**config.mk**
```make
export PLATFORM = sky130hd
export DESIGN_NAME = phase_sequencer
export DESIGN_NICKNAME = d
export VERILOG_FILES = /design/src/rtl/phase_sequencer.sv
export SDC_FILE = /design/constraint.sdc
export NUM_CORES = 1
export LEC_CHECK = 0
export BUFFER_PORTS_ARGS = -buffer_cell sky130_fd_sc_hd__buf_2
export CAP_MARGIN = 25
export CORE_UTILIZATION = 40
export CTS_BUF_LIST = sky130_fd_sc_hd__clkbuf_8 sky130_fd_sc_hd__clkbuf_16
export CTS_CLUSTER_SIZE = 25
export DETAILED_ROUTE_END_ITERATION = 8
export GPL_TIMING_DRIVEN = 0
export HOLD_SLACK_MARGIN = 0.12
export SYNTH_ARGS = -nofsm -noshare
export SYNTH_HDL_FRONTEND = slang
export SYNTH_SLANG_ARGS = --single-unit
export TNS_END_PERCENT = 5
```
**constraint.sdc**
```tcl
create_clock -name CLK -period 2.2 [get_ports CLK]
set_clock_uncertainty 0.2 [all_clocks]
set_input_delay 0.33 -clock CLK [delete_from_list [all_inputs] [get_ports CLK]]
set_output_delay 0.33 -clock CLK [all_outputs]
set_load 0.01 [all_outputs]
```
**src/rtl/phase_sequencer.sv**
```systemverilog
// phase_sequencer: instruction phase FSM with debug stepping, halt/wake and
// a fetch-timeout watchdog. Every output flag is registered from the next
// state, so a flag is high in the same cycle the FSM occupies that state.
//
// Ports
//   CLK, RESET            clock, synchronous active-high reset
//   DEBUG_MODE_STOP,
//   DEBUG_AT_BKP,
//   DEBUG_IN_WATCH        debug stop sources (ORed into stop_cond)
//   DEBUG_REQ             level request for a debug step burst
//   DEBUG_STEP_COUNT      instructions per burst (0 behaves as 1)
//   DEBUG_MODE_INC        request memory-address increment with the ACK
//   HALTX                 current instruction is HALT (sampled in DECODE)
//   WAKE                  leave the halt state
//   MEM_READY             fetch data valid; FETCH stretches while low
//   STOPPED..COMMIT       one-hot phase flags
//   EXEC_IDX              EXECUTE cycle index, 0 outside EXECUTE
//   PC_ENX, HALTED, DEBUG_ACTIVE, DEBUG_ACK, DEBUG_MR_ADDR_INCX, BUS_ERR
//   STEPS_LEFT            remaining instructions in the current burst
module phase_sequencer #(
  parameter int EXEC_CYCLES = 1,
  parameter int STEP_W      = 8,
  parameter int WAIT_W      = 4
) (
  input  logic              CLK,
  input  logic              RESET,
  input  logic              DEBUG_MODE_STOP,
  input  logic              DEBUG_AT_BKP,
  input  logic              DEBUG_IN_WATCH,
  input  logic              DEBUG_REQ,
  input  logic [STEP_W-1:0] DEBUG_STEP_COUNT,
  input  logic              DEBUG_MODE_INC,
  input  logic              HALTX,
  input  logic              WAKE,
  input  logic              MEM_READY,
  output logic              STOPPED,
  output logic              FETCH,
  output logic              DECODE,
  output logic              EXECUTE,
  output logic              COMMIT,
  output logic [3:0]        EXEC_IDX,
  output logic              PC_ENX,
  output logic              HALTED,
  output logic              DEBUG_ACTIVE,
  output logic              DEBUG_ACK,
  output logic              DEBUG_MR_ADDR_INCX,
  output logic              BUS_ERR,
  output logic [STEP_W-1:0] STEPS_LEFT
);

  // 4-bit encoding leaves spare codes that must recover to ST_STOP
  typedef enum logic [3:0] {
    ST_STOP     = 4'd0,
    ST_FETCH    = 4'd1,
    ST_DECODE   = 4'd2,
    ST_EXEC     = 4'd3,
    ST_COMMIT   = 4'd4,
    ST_HALT     = 4'd5,
    ST_DBG_STOP = 4'd6,
    ST_DBG_ACK  = 4'd7
  } state_t;

  // wait_cnt counts earlier stalled FETCH cycles; the 2^WAIT_W-1'th stall times out
  localparam logic [WAIT_W-1:0] WAIT_LAST = {{(WAIT_W-1){1'b1}}, 1'b0};
  localparam logic [3:0]        EXEC_LAST = 4'(EXEC_CYCLES-1);

  state_t            state, state_n;
  logic [3:0]        exec_cnt, exec_n;
  logic [WAIT_W-1:0] wait_cnt, wait_n;
  logic [STEP_W-1:0] steps_n;
  logic              refetch, refetch_n;
  logic              halted_n;
  logic              ack_pend, ack_pend_n;   // burst finished, ACK after next fetch
  logic              bus_err_n;
  logic              stop_cond;

  assign stop_cond = DEBUG_MODE_STOP | DEBUG_AT_BKP | DEBUG_IN_WATCH;

  always_comb begin
    state_n    = state;
    exec_n     = exec_cnt;
    wait_n     = '0;
    steps_n    = STEPS_LEFT;
    refetch_n  = refetch;
    halted_n   = HALTED;
    ack_pend_n = ack_pend;
    bus_err_n  = 1'b0;
    case (state)
      ST_STOP: state_n = stop_cond ? ST_DBG_STOP : ST_FETCH;
      ST_FETCH: begin
        if (MEM_READY) begin
          if (ack_pend) begin
            state_n    = ST_DBG_ACK;
            ack_pend_n = 1'b0;
          end else if (stop_cond && STEPS_LEFT == '0) begin
            state_n = ST_DBG_STOP;
          end else begin
            state_n = ST_DECODE;
          end
        end else if (wait_cnt == WAIT_LAST) begin
          bus_err_n = 1'b1;
          refetch_n = 1'b1;
          state_n   = ST_DBG_STOP;
        end else begin
          wait_n = wait_cnt + 1'b1;
        end
      end
      ST_DECODE: begin
        if (HALTX) halted_n = 1'b1;
        exec_n  = '0;
        state_n = ST_EXEC;
      end
      ST_EXEC: begin
        if (exec_cnt == EXEC_LAST) begin
          exec_n  = '0;
          state_n = ST_COMMIT;
        end else begin
          exec_n = exec_cnt + 1'b1;
        end
      end
      ST_COMMIT: begin
        if (STEPS_LEFT != '0) begin
          steps_n = STEPS_LEFT - 1'b1;
          if (STEPS_LEFT == STEP_W'(1)) ack_pend_n = 1'b1;
        end
        state_n = HALTED ? ST_HALT : ST_FETCH;
      end
      ST_HALT: begin
        if (WAKE) begin
          halted_n = 1'b0;
          state_n  = ST_FETCH;
        end
      end
      ST_DBG_STOP: begin
        if (DEBUG_REQ || !stop_cond) begin
          if (DEBUG_REQ)
            steps_n = (DEBUG_STEP_COUNT == '0) ? STEP_W'(1) : DEBUG_STEP_COUNT;
          // a timed-out fetch never delivered its instruction
          if (refetch) begin
            refetch_n = 1'b0;
            state_n   = ST_FETCH;
          end else begin
            state_n = ST_DECODE;
          end
        end
      end
      ST_DBG_ACK: if (!DEBUG_REQ) state_n = ST_DBG_STOP;
      default: begin
        state_n    = ST_STOP;
        exec_n     = '0;
        steps_n    = '0;
        refetch_n  = 1'b0;
        halted_n   = 1'b0;
        ack_pend_n = 1'b0;
      end
    endcase
  end

  always_ff @(posedge CLK) begin
    if (RESET) begin
      state        <= ST_STOP;
      exec_cnt     <= '0;
      wait_cnt     <= '0;
      refetch      <= 1'b0;
      ack_pend     <= 1'b0;
      STEPS_LEFT   <= '0;
      HALTED       <= 1'b0;
      STOPPED      <= 1'b1;
      FETCH        <= 1'b0;
      DECODE       <= 1'b0;
      EXECUTE      <= 1'b0;
      COMMIT       <= 1'b0;
      EXEC_IDX     <= '0;
      PC_ENX       <= 1'b0;
      DEBUG_ACTIVE <= 1'b0;
      DEBUG_ACK    <= 1'b0;
      BUS_ERR      <= 1'b0;
    end else begin
      state        <= state_n;
      exec_cnt     <= exec_n;
      wait_cnt     <= wait_n;
      refetch      <= refetch_n;
      ack_pend     <= ack_pend_n;
      STEPS_LEFT   <= steps_n;
      HALTED       <= halted_n;
      STOPPED      <= state_n inside {ST_STOP, ST_DBG_STOP, ST_HALT};
      FETCH        <= state_n == ST_FETCH;
      DECODE       <= state_n == ST_DECODE;
      EXECUTE      <= state_n == ST_EXEC;
      COMMIT       <= state_n == ST_COMMIT;
      EXEC_IDX     <= (state_n == ST_EXEC) ? exec_n : 4'd0;
      PC_ENX       <= state_n inside {ST_FETCH, ST_DECODE, ST_EXEC, ST_COMMIT};
      DEBUG_ACTIVE <= (state_n inside {ST_DBG_STOP, ST_DBG_ACK}) ||
                      steps_n != '0 || ack_pend_n;
      DEBUG_ACK    <= state_n == ST_DBG_ACK;
      BUS_ERR      <= bus_err_n;
    end
  end

  assign DEBUG_MR_ADDR_INCX = DEBUG_ACK & DEBUG_MODE_INC;

endmodule

```
==> results.toml, run 1 <==
[finish]
diodes = 0
design_area_um2 = 2630
multi_input_area_um2 = 1260
fin_nets = 317
drive_gt1_frac = 0.412
layout_common_cells = "buf_2, dfxtp_1, nor2_1, buf_4, a21oi_1"
fill_cells = 398
final_common_cell = "buf_2"
layout.area.seq_um2 = 738
syn_to_final_growth_pct = 41.6

[power_and_ir_drop]
pwr-share-comb = 0.171
vdd_drop_max_mv = 0.336
p_switching_mw = 0.391
p_sw_frac = 0.282
clock_power_share = 0.339
p_per_area_nw_per_um2 = 526
internal_power_mw = 0.994
p_leak_nw = 1.08
p_seq_frac = 0.491

[timing]
finalHoldViolations = 0
period_needed_ps = 2240
worst_pin_slew_ps = 583
relSlewSlack = 0.611
finalMaxSlewViolations = 0
worst_slack_ps = -38.8
rsz0062_at_grt = "yes"
period_share = 1.02
clock.fmax_ghz = 0.447
finalSetupTns_ps = -80.1
hold-worst-slack_ps = 132
setup_viol = 4

[placement]
io_buffer_count = 39
dp_hpwl_um = 3230
gp_congestion = 0.847
placed_area_um2 = 2120

[synth]
synthFlopType = "dfxtp_1"
ys_seq_area_frac = 0.388
yosys.area.top_type = "dfxtp_1"
postSynth.asyncResetShare = 0
syn_area_per_cell_um2 = 8.37
synth_cells = 222
yosysUniqueCellTypes = 50
synthesis.nets = 246
ys_warn_count = 0
synth.top_cells.by_area = "dfxtp_1, nor2_1, a21oi_1, ha_1, o21ai_0"
syn_area_um2 = 1860
synth_edf_count = 0
synth_top_area_share = 0.388
ys_ff_latch = 36

[clock_tree]
clockBufferDepth = 2
cts.sinks = 36
cts_buffers = 5
htree_num_levels = 2
insertion_delay_ps = 300
cts_root_buf = "clkbuf_8"
clk_pin_slew_ps = 80
tritoncts = "yes"

[worst_hold_path]
hold_path.class = "in2reg"
hold_path_startpoint = "DEBUG_STEP_COUNT[4]"

[floorplan]
start_util = 0.421
dieArea_um2 = 4920
fp.dieW_um = 70.2
top_level_ports = 41
core_um2 = 4410
dieHeight_um = 70.2
rows = 24

[worst_setup_path]
path_delay_family = "compound AO/OA/AOI/OAI gates"
worst-path-buf-inv = 3
r2r-start = "exec_cnt[1]"
cp_cell_sequence = "inv_2 > ha_4 > or3b_4 > o21ai_4 > a2111oi_4 > a211oi_4 > buf_6 > buf_6 > nand2b_4 > a31oi_1"
critPathCaptureType = "register"
cpPeakStageDelay_ps = 410
required_ps = 2160
cp_slowest_cell = "or3b_4"
critPathLaunch = "exec_cnt[1]"
critPathKind = "reg2reg"
path_common_cell = "buf_6"
crit_arrival_ps = 2200
critPathLaunchType = "register"
cp_max_fo = 4

[status]
violations = "setup timing"
outcome = "finished with violations"

[drt]
dr.first_iter.drc_count = 138
drc = 0
post_drt_wl_per_cell_um = 14.3
num_vias = 1935
post_drt_via_cell_ratio = 5.59
firstDrtPassIters = 5
drtAntennaViolNets = 0
routed_wl_um = 4940

[global_routing]
grt_pass1_vias = 1765
overflow = 0
antenna_found_initial = 0
grt_start_max_net_pins = 13
grt_pass1_wl_um = 7970
track_usage = 0.204

[run]
drv_cap = 0
[worst min-delay path: cells and delay by family]
kind | cells | cell delay (ps)
buffers and inverters | 1 | 100
AND/OR/NAND/NOR | 1 | 80
AO/OA/AOI/OAI | 1 | 90
[kinds of logic after synthesis]
kind of cell             count (synthesis)  share of synthesized area
XOR/XNOR                                 4                     0.0189
buffers and inverters                   18                     0.0451
flip-flops                              36                      0.388
adder cells (fa/ha/maj)                  6                     0.0404
other                                    1                    0.00202
AND/OR/NAND/NOR                        104                      0.314
AO/OA/AOI/OAI                           53                      0.191
[timing repair]
action                                 in CTS  in global routing
hold buffers                                1                  0
buffers inserted                           16                  8
endpoints found under the hold margin       1                  0
gates resized for setup                    23                 35
setup endpoints to repair                  13                 12
pin swaps                                   8                 13
[through the flow]
| step | instances | power [mW] | setup slack [ps] | util |
|---|---|---|---|---|
| after floorplan | 222 | 0.802 | 12.6 | - |
| after CTS | 338 | 1.36 | -20.6 | 0.554 |
| final | 346 | 1.39 | -38.8 | 0.596 |
| after global placement | 313 | 0.864 | -321 | 0.481 |
| after detailed placement | 313 | 0.863 | -317 | 0.481 |
| after global routing | 346 | 1.44 | -114 | 0.596 |
[layer usage]
layer,vias up,wire length (um),track usage
met5,-,0,0
met4,0,73,0.0644
met3,10,273,0.0534
met2,60,2470,0.346
met1,912,2130,0.252
li1,953,-,-
[final cells by class]
class	instances	share of cell area
multi-input cells	168	0.477
clock inverters	3	0.00713
clock buffers	5	0.0262
repair buffers	64	0.151
inverters	8	0.0124
plain buffers	10	0.0209
flip-flops and latches	36	0.281
well taps	52	0.0247
[synth_stat cells (2+ instances only)]
cell type	number
dfxtp_1	36
nor2_1	29
a21oi_1	15
nand2_1	11
o21ai_0	11
nor3_1	9
inv_1	8
nor4_1	8
and2_1	6
ha_1	6
nand3_1	6
nand2b_1	5
nor2b_1	5
or3_1	5
a31oi_1	4
buf_2	4
clkbuf_1	4
a221oi_1	3
a222oi_1	3
and4_1	3
nor3b_1	3
xor2_1	3
a21o_1	2
a21oi_2	2
and3_1	2
nand3b_1	2
nor4b_1	2
o21ai_1	2
or4b_4	2
[worst paths after layout]
| check | endpoint | slack [ps] | cells past startpoint |
|---|---|---|---|
| worst max-delay path | DEBUG_ACTIVE | -40 | 10 |
| worst min-delay path | STEPS_LEFT[4] | 130 | 3 |
| worst max register to register | DEBUG_ACTIVE | -40 | 10 |
| worst min register to register | wait_cnt[0] | 280 | 1 |
[registers in the layout (all words and copies together), names as in the netlist, 4 cells and up]
register    flops
wait_cnt        4
state           4
STEPS_LEFT      8
EXEC_IDX        4
exec_cnt        4
[power by group through the flow]
stage               Clock (mW)  Combinational, mW  Sequential, mW
finish                   0.469              0.236           0.679
global route             0.505              0.256           0.681
CTS                      0.482              0.194           0.680
detailed placement           0              0.168           0.694
global placement             0              0.169           0.694
floorplan                    0              0.104           0.697
Power figures use the tool's default switching activity.
==> run 2, diff against run 1 <==
PLACE_DENSITY = 0.62   (was default)
==> results.toml, run 2 (synthesis results as in run 1) <==
[finish]
largest_reg_flops = 8
regMostFlops = "STEPS_LEFT"
design_area_um2 = 2600
drive_gt1_frac = 0.401
layout_common_cells = "buf_2, dfxtp_1, nor2_1, buf_4, a21oi_1"
layout.area.seq_um2 = 734
fill_cells = 430
multi_input_area_um2 = 1260
fin_nets = 312
syn_to_final_growth_pct = 39.9
final_common_cell = "buf_2"
utilization = 0.589
diodes = 0

[worst_setup_path]
cp_slowest_cell = "a211oi_4"
path_delay_family = "compound AO/OA/AOI/OAI gates"
cpPeakStageDelay_ps = 420
crit_arrival_ps = 2180
worst-path-buf-inv = 1
cp_max_fo = 6
critPathKind = "reg2reg"
critPathCaptureType = "register"
critPathLaunchType = "register"
cp_cell_sequence = "inv_2 > ha_4 > or3b_4 > o21ai_4 > a2111oi_4 > a211oi_4 > nand2b_4 > a31oi_1"
required_ps = 2160

[drt]
routed_wl_um = 4960
dr.first_iter.drc_count = 119
post_drt_via_cell_ratio = 5.57
drtAntennaViolNets = 0
drc = 0
post_drt_wl_per_cell_um = 14.6
num_vias = 1899
firstDrtPassIters = 4

[clock_tree]
cts.sinks = 36
htree_num_levels = 2
tritoncts = "yes"
cts_root_buf = "clkbuf_8"
clockBufferDepth = 2
cts_buffers = 5
clk_pin_slew_ps = 80
insertion_delay_ps = 290

[global_routing]
busiest_layer = "met2"
use_met1 = 0.265
track_usage = 0.209
grt_pass1_vias = 1778
grt_pass1_wl_um = 8270
overflow = 0
use_met3 = 0.0462
grt_start_max_net_pins = 13
antenna_found_initial = 0
use_met2 = 0.355

[status]
violations = "setup timing"
outcome = "finished with violations"

[power_and_ir_drop]
p_per_area_nw_per_um2 = 542
finalPower_mw = 1.41
p_leak_nw = 1.06
vdd_drop_max_mv = 0.437

[timing]
finalSetupTns_ps = -26.7
worst_slack_ps = -26.7
hold-worst-slack_ps = 131
setup_viol = 1
clock.fmax_ghz = 0.449
worst_pin_slew_ps = 549
rsz0062_at_grt = "yes"
finalHoldViolations = 0
relSlewSlack = 0.634
finalMaxSlewViolations = 0
period_needed_ps = 2230
period_share = 1.01

[floorplan]
start_util = 0.421
fp.dieW_um = 70.2
top_level_ports = 41
rows = 24
core_um2 = 4410
dieArea_um2 = 4920
dieHeight_um = 70.2

[worst_hold_path]
hold_path.class = "in2reg"

[placement]
io_buffer_count = 39
gp_congestion = 0.878
placed_area_um2 = 2120
dp_hpwl_um = 3270

[run]
drv_cap = 0
## run 2: cell count changes in the layout (fill, tap and decap cells not counted), sizes merged
cell         delta
dlygate4sd3     +1
clkinv          -2
clkbuf          +1
inv             +1
buf             -6
## run 2: final timing paths
check / to / start / depth (start not counted) / slack, ps
min reg2reg: wait_cnt[0] / wait_cnt[0] / 1 / 280
max: DEBUG_ACTIVE / exec_cnt[1] / 8 / -30
min: STEPS_LEFT[4] / DEBUG_STEP_COUNT[4] / 3 / 130
max reg2reg: DEBUG_ACTIVE / exec_cnt[1] / 8 / -30
## run 2: worst min-delay path, cell delays in order
cell	delay, ps
buf_2	90
a221oi_1	80
nor2_1	90
## run 2: repair_timing
item                                   4_1_cts  5_1_grt
endpoints found under the hold margin        2        0
gates cloned                                 0        0
setup buffers                               16        2
hold buffers                                 2        0
setup endpoints to repair                   13       13
resized for setup                           33       23
pin swaps                                   10       16
## run 2: cell type report
| type | count | area share |
|---|---|---|
| multi-input combinational | 168 | 0.484 |
| sequential | 36 | 0.282 |
| timing repair buffer | 59 | 0.137 |
| clock buffer | 6 | 0.0318 |
| tap | 52 | 0.0250 |
| buffer | 10 | 0.0207 |
| inverter | 8 | 0.0135 |
| clock inverter | 2 | 0.00529 |
## run 2: per-stage QoR
| step | setup WS [ps] | instances |
|---|---|---|
| after global placement | -306 | 313 |
| after detailed placement | -282 | 313 |
| after floorplan | 12.6 | 222 |
| final | -26.7 | 341 |
| after global routing | -92.2 | 341 |
| after CTS | 7.76 | 339 |
## run 2: metal layers
metal	vias up	routed length (um)
met5	-	0
li1	944	-
met1	909	2230
met3	4	199
met2	42	2500
met4	0	27
## run 2: report_power, final
part / total, mW / internal (mW) / switching, mW / leakage (nW)
Clock: 0.508 / 0.256 / 0.252 / 0.0516
Sequential: 0.681 / 0.666 / 0.0155 / 0.295
Combinational: 0.220 / 0.0953 / 0.125 / 0.718
==> run 3, diff against run 2 <==
clock period = 1.8 ns   (was 2.2 ns; I/O delays follow)
==> results.toml, run 3 (synthesis results as in run 1) <==
[finish]
layout.cells.non_filler = 346
regMostFlops = "STEPS_LEFT"
fin_nets = 317
diodes = 0
layout_common_cells = "buf_2, dfxtp_1, nor2_1, buf_4, a21oi_1"
syn_to_final_growth_pct = 44.5
final_common_cell = "buf_2"
layout.area.seq_um2 = 736
largest_reg_flops = 8
multi_input_area_um2 = 1270
drive_gt1_frac = 0.401
fill_cells = 385

[drt]
post_drt_via_cell_ratio = 5.67
dr.first_iter.drc_count = 111
firstDrtPassIters = 4
routed_wl_um = 5070
post_drt_wl_per_cell_um = 14.6
drc = 0
num_vias = 1962
drtAntennaViolNets = 0

[clock_tree]
cts_buffers = 5
insertion_delay_ps = 300
clk_pin_slew_ps = 80
clockBufferDepth = 2
cts_root_buf = "clkbuf_8"
tritoncts = "yes"
cts.sinks = 36
htree_num_levels = 2

[power_and_ir_drop]
vdd_drop_max_mv = 0.280
pwr-share-comb = 0.150
internal_power_mw = 1.35
p_seq_frac = 0.458
p_leak_nw = 1.09
p_switching_mw = 0.474
finalPower_mw = 1.82
p_per_area_nw_per_um2 = 678
clock_power_share = 0.392
p_sw_frac = 0.260

[worst_hold_path]
hold_path.class = "in2reg"

[worst_setup_path]
cp_max_fo = 9
required_ps = 1810
critPathKind = "reg2reg"
crit_arrival_ps = 2220
critPathCaptureType = "register"
critPathLaunchType = "register"

[floorplan]
top_level_ports = 41
rows = 24
dieHeight_um = 70.2
start_util = 0.421
dieArea_um2 = 4920
fp.dieW_um = 70.2
core_um2 = 4410

[global_routing]
track_usage = 0.217
grt_pass1_wl_um = 8490
grt_start_max_net_pins = 13
antenna_found_initial = 0
overflow = 0
grt_pass1_vias = 1852

[timing]
worst_pin_slew_ps = 550
relSlewSlack = 0.633
rsz0062_at_grt = "yes"
period_needed_ps = 2210
finalSetupTns_ps = -4290
setup_viol = 20
finalHoldViolations = 0
clock.fmax_ghz = 0.453
period_share = 1.23
hold-worst-slack_ps = 148
finalMaxSlewViolations = 0
worst_slack_ps = -407

[placement]
place_inst = 313
pre_cts_ws_ps = -567
dp_hpwl_um = 3240
gp_congestion = 0.866
io_buffer_count = 39

[status]
violations = "setup timing"
outcome = "finished with violations"

[run]
drv_cap = 0
-- run 3: changes by cell type in the layout (fill, tap and decap cells not counted), moves of 2 or more --
cell,before,now
a221oi_2,2,0
nor3_2,2,0
a21oi_2,1,3
buf_4,19,15
a21oi_1,14,12
buf_6,2,5
nor2_1,28,26
nor3_1,7,9
nor2_4,0,2
a221oi_1,1,3
dlygate4sd3_1,2,7
-- run 3: worst paths after layout --
path,startpoint,endpoint,slack [ps],cells past startpoint
worst min-delay path,WAKE,HALTED,150,4
worst max-delay path,state[0],EXEC_IDX[2],-410,6
worst max register to register,state[0],EXEC_IDX[2],-410,6
worst min register to register,wait_cnt[0],wait_cnt[0],260,1
-- run 3: through the flow --
stage          utilization  cell area [um2]
6_report             0.608             2690
5_1_grt              0.608             2690
4_1_cts              0.584             2580
3_5_place_dp         0.486             2140
3_3_place_gp         0.486             2140
2_1_floorplan            -             1880
-- run 3: area by class of cell --
cell class	count	area share
Tap cell	52	0.0242
Clock inverter	3	0.0158
Inverter	8	0.0121
Clock buffer	5	0.0256
Timing Repair Buffer	64	0.155
Multi-Input combinational cell	168	0.473
Sequential cell	36	0.274
Buffer	10	0.0205
-- run 3: repair_timing --
item                       CTS  global route
gates cloned                 0             0
hold buffers                 7             0
pin swaps                   17             8
setup endpoints to repair   25            28
resized for setup           35            18
setup buffers               15             3
hold endpoints to repair     7             0
-- run 3: critical path: stages, from the launching register on --
cell,delay (ps)
dfxtp_1,330
buf_6,140
or4b_4,520
o21ai_1,280
nor2_4,120
or3_1,400
nor3_1,140
-- run 3: power by group through the flow --
stage | clock (mW) | sequential (mW) | combinational (mW)
after CTS | 0.735 | 0.833 | 0.252
after floorplan | 0 | 0.851 | 0.129
after detailed placement | 0 | 0.848 | 0.207
after global placement | 0 | 0.848 | 0.207
final | 0.714 | 0.834 | 0.273
after global routing | 0.762 | 0.836 | 0.297
-- run 3: layer usage --
metal  vias to the layer above  global-route usage  wire, um
li1                        957                   -         -
met5                         -                   0         0
met4                         0              0.0889        48
met1                       937               0.263      2210
met2                        64               0.368      2530
met3                         4              0.0534       280
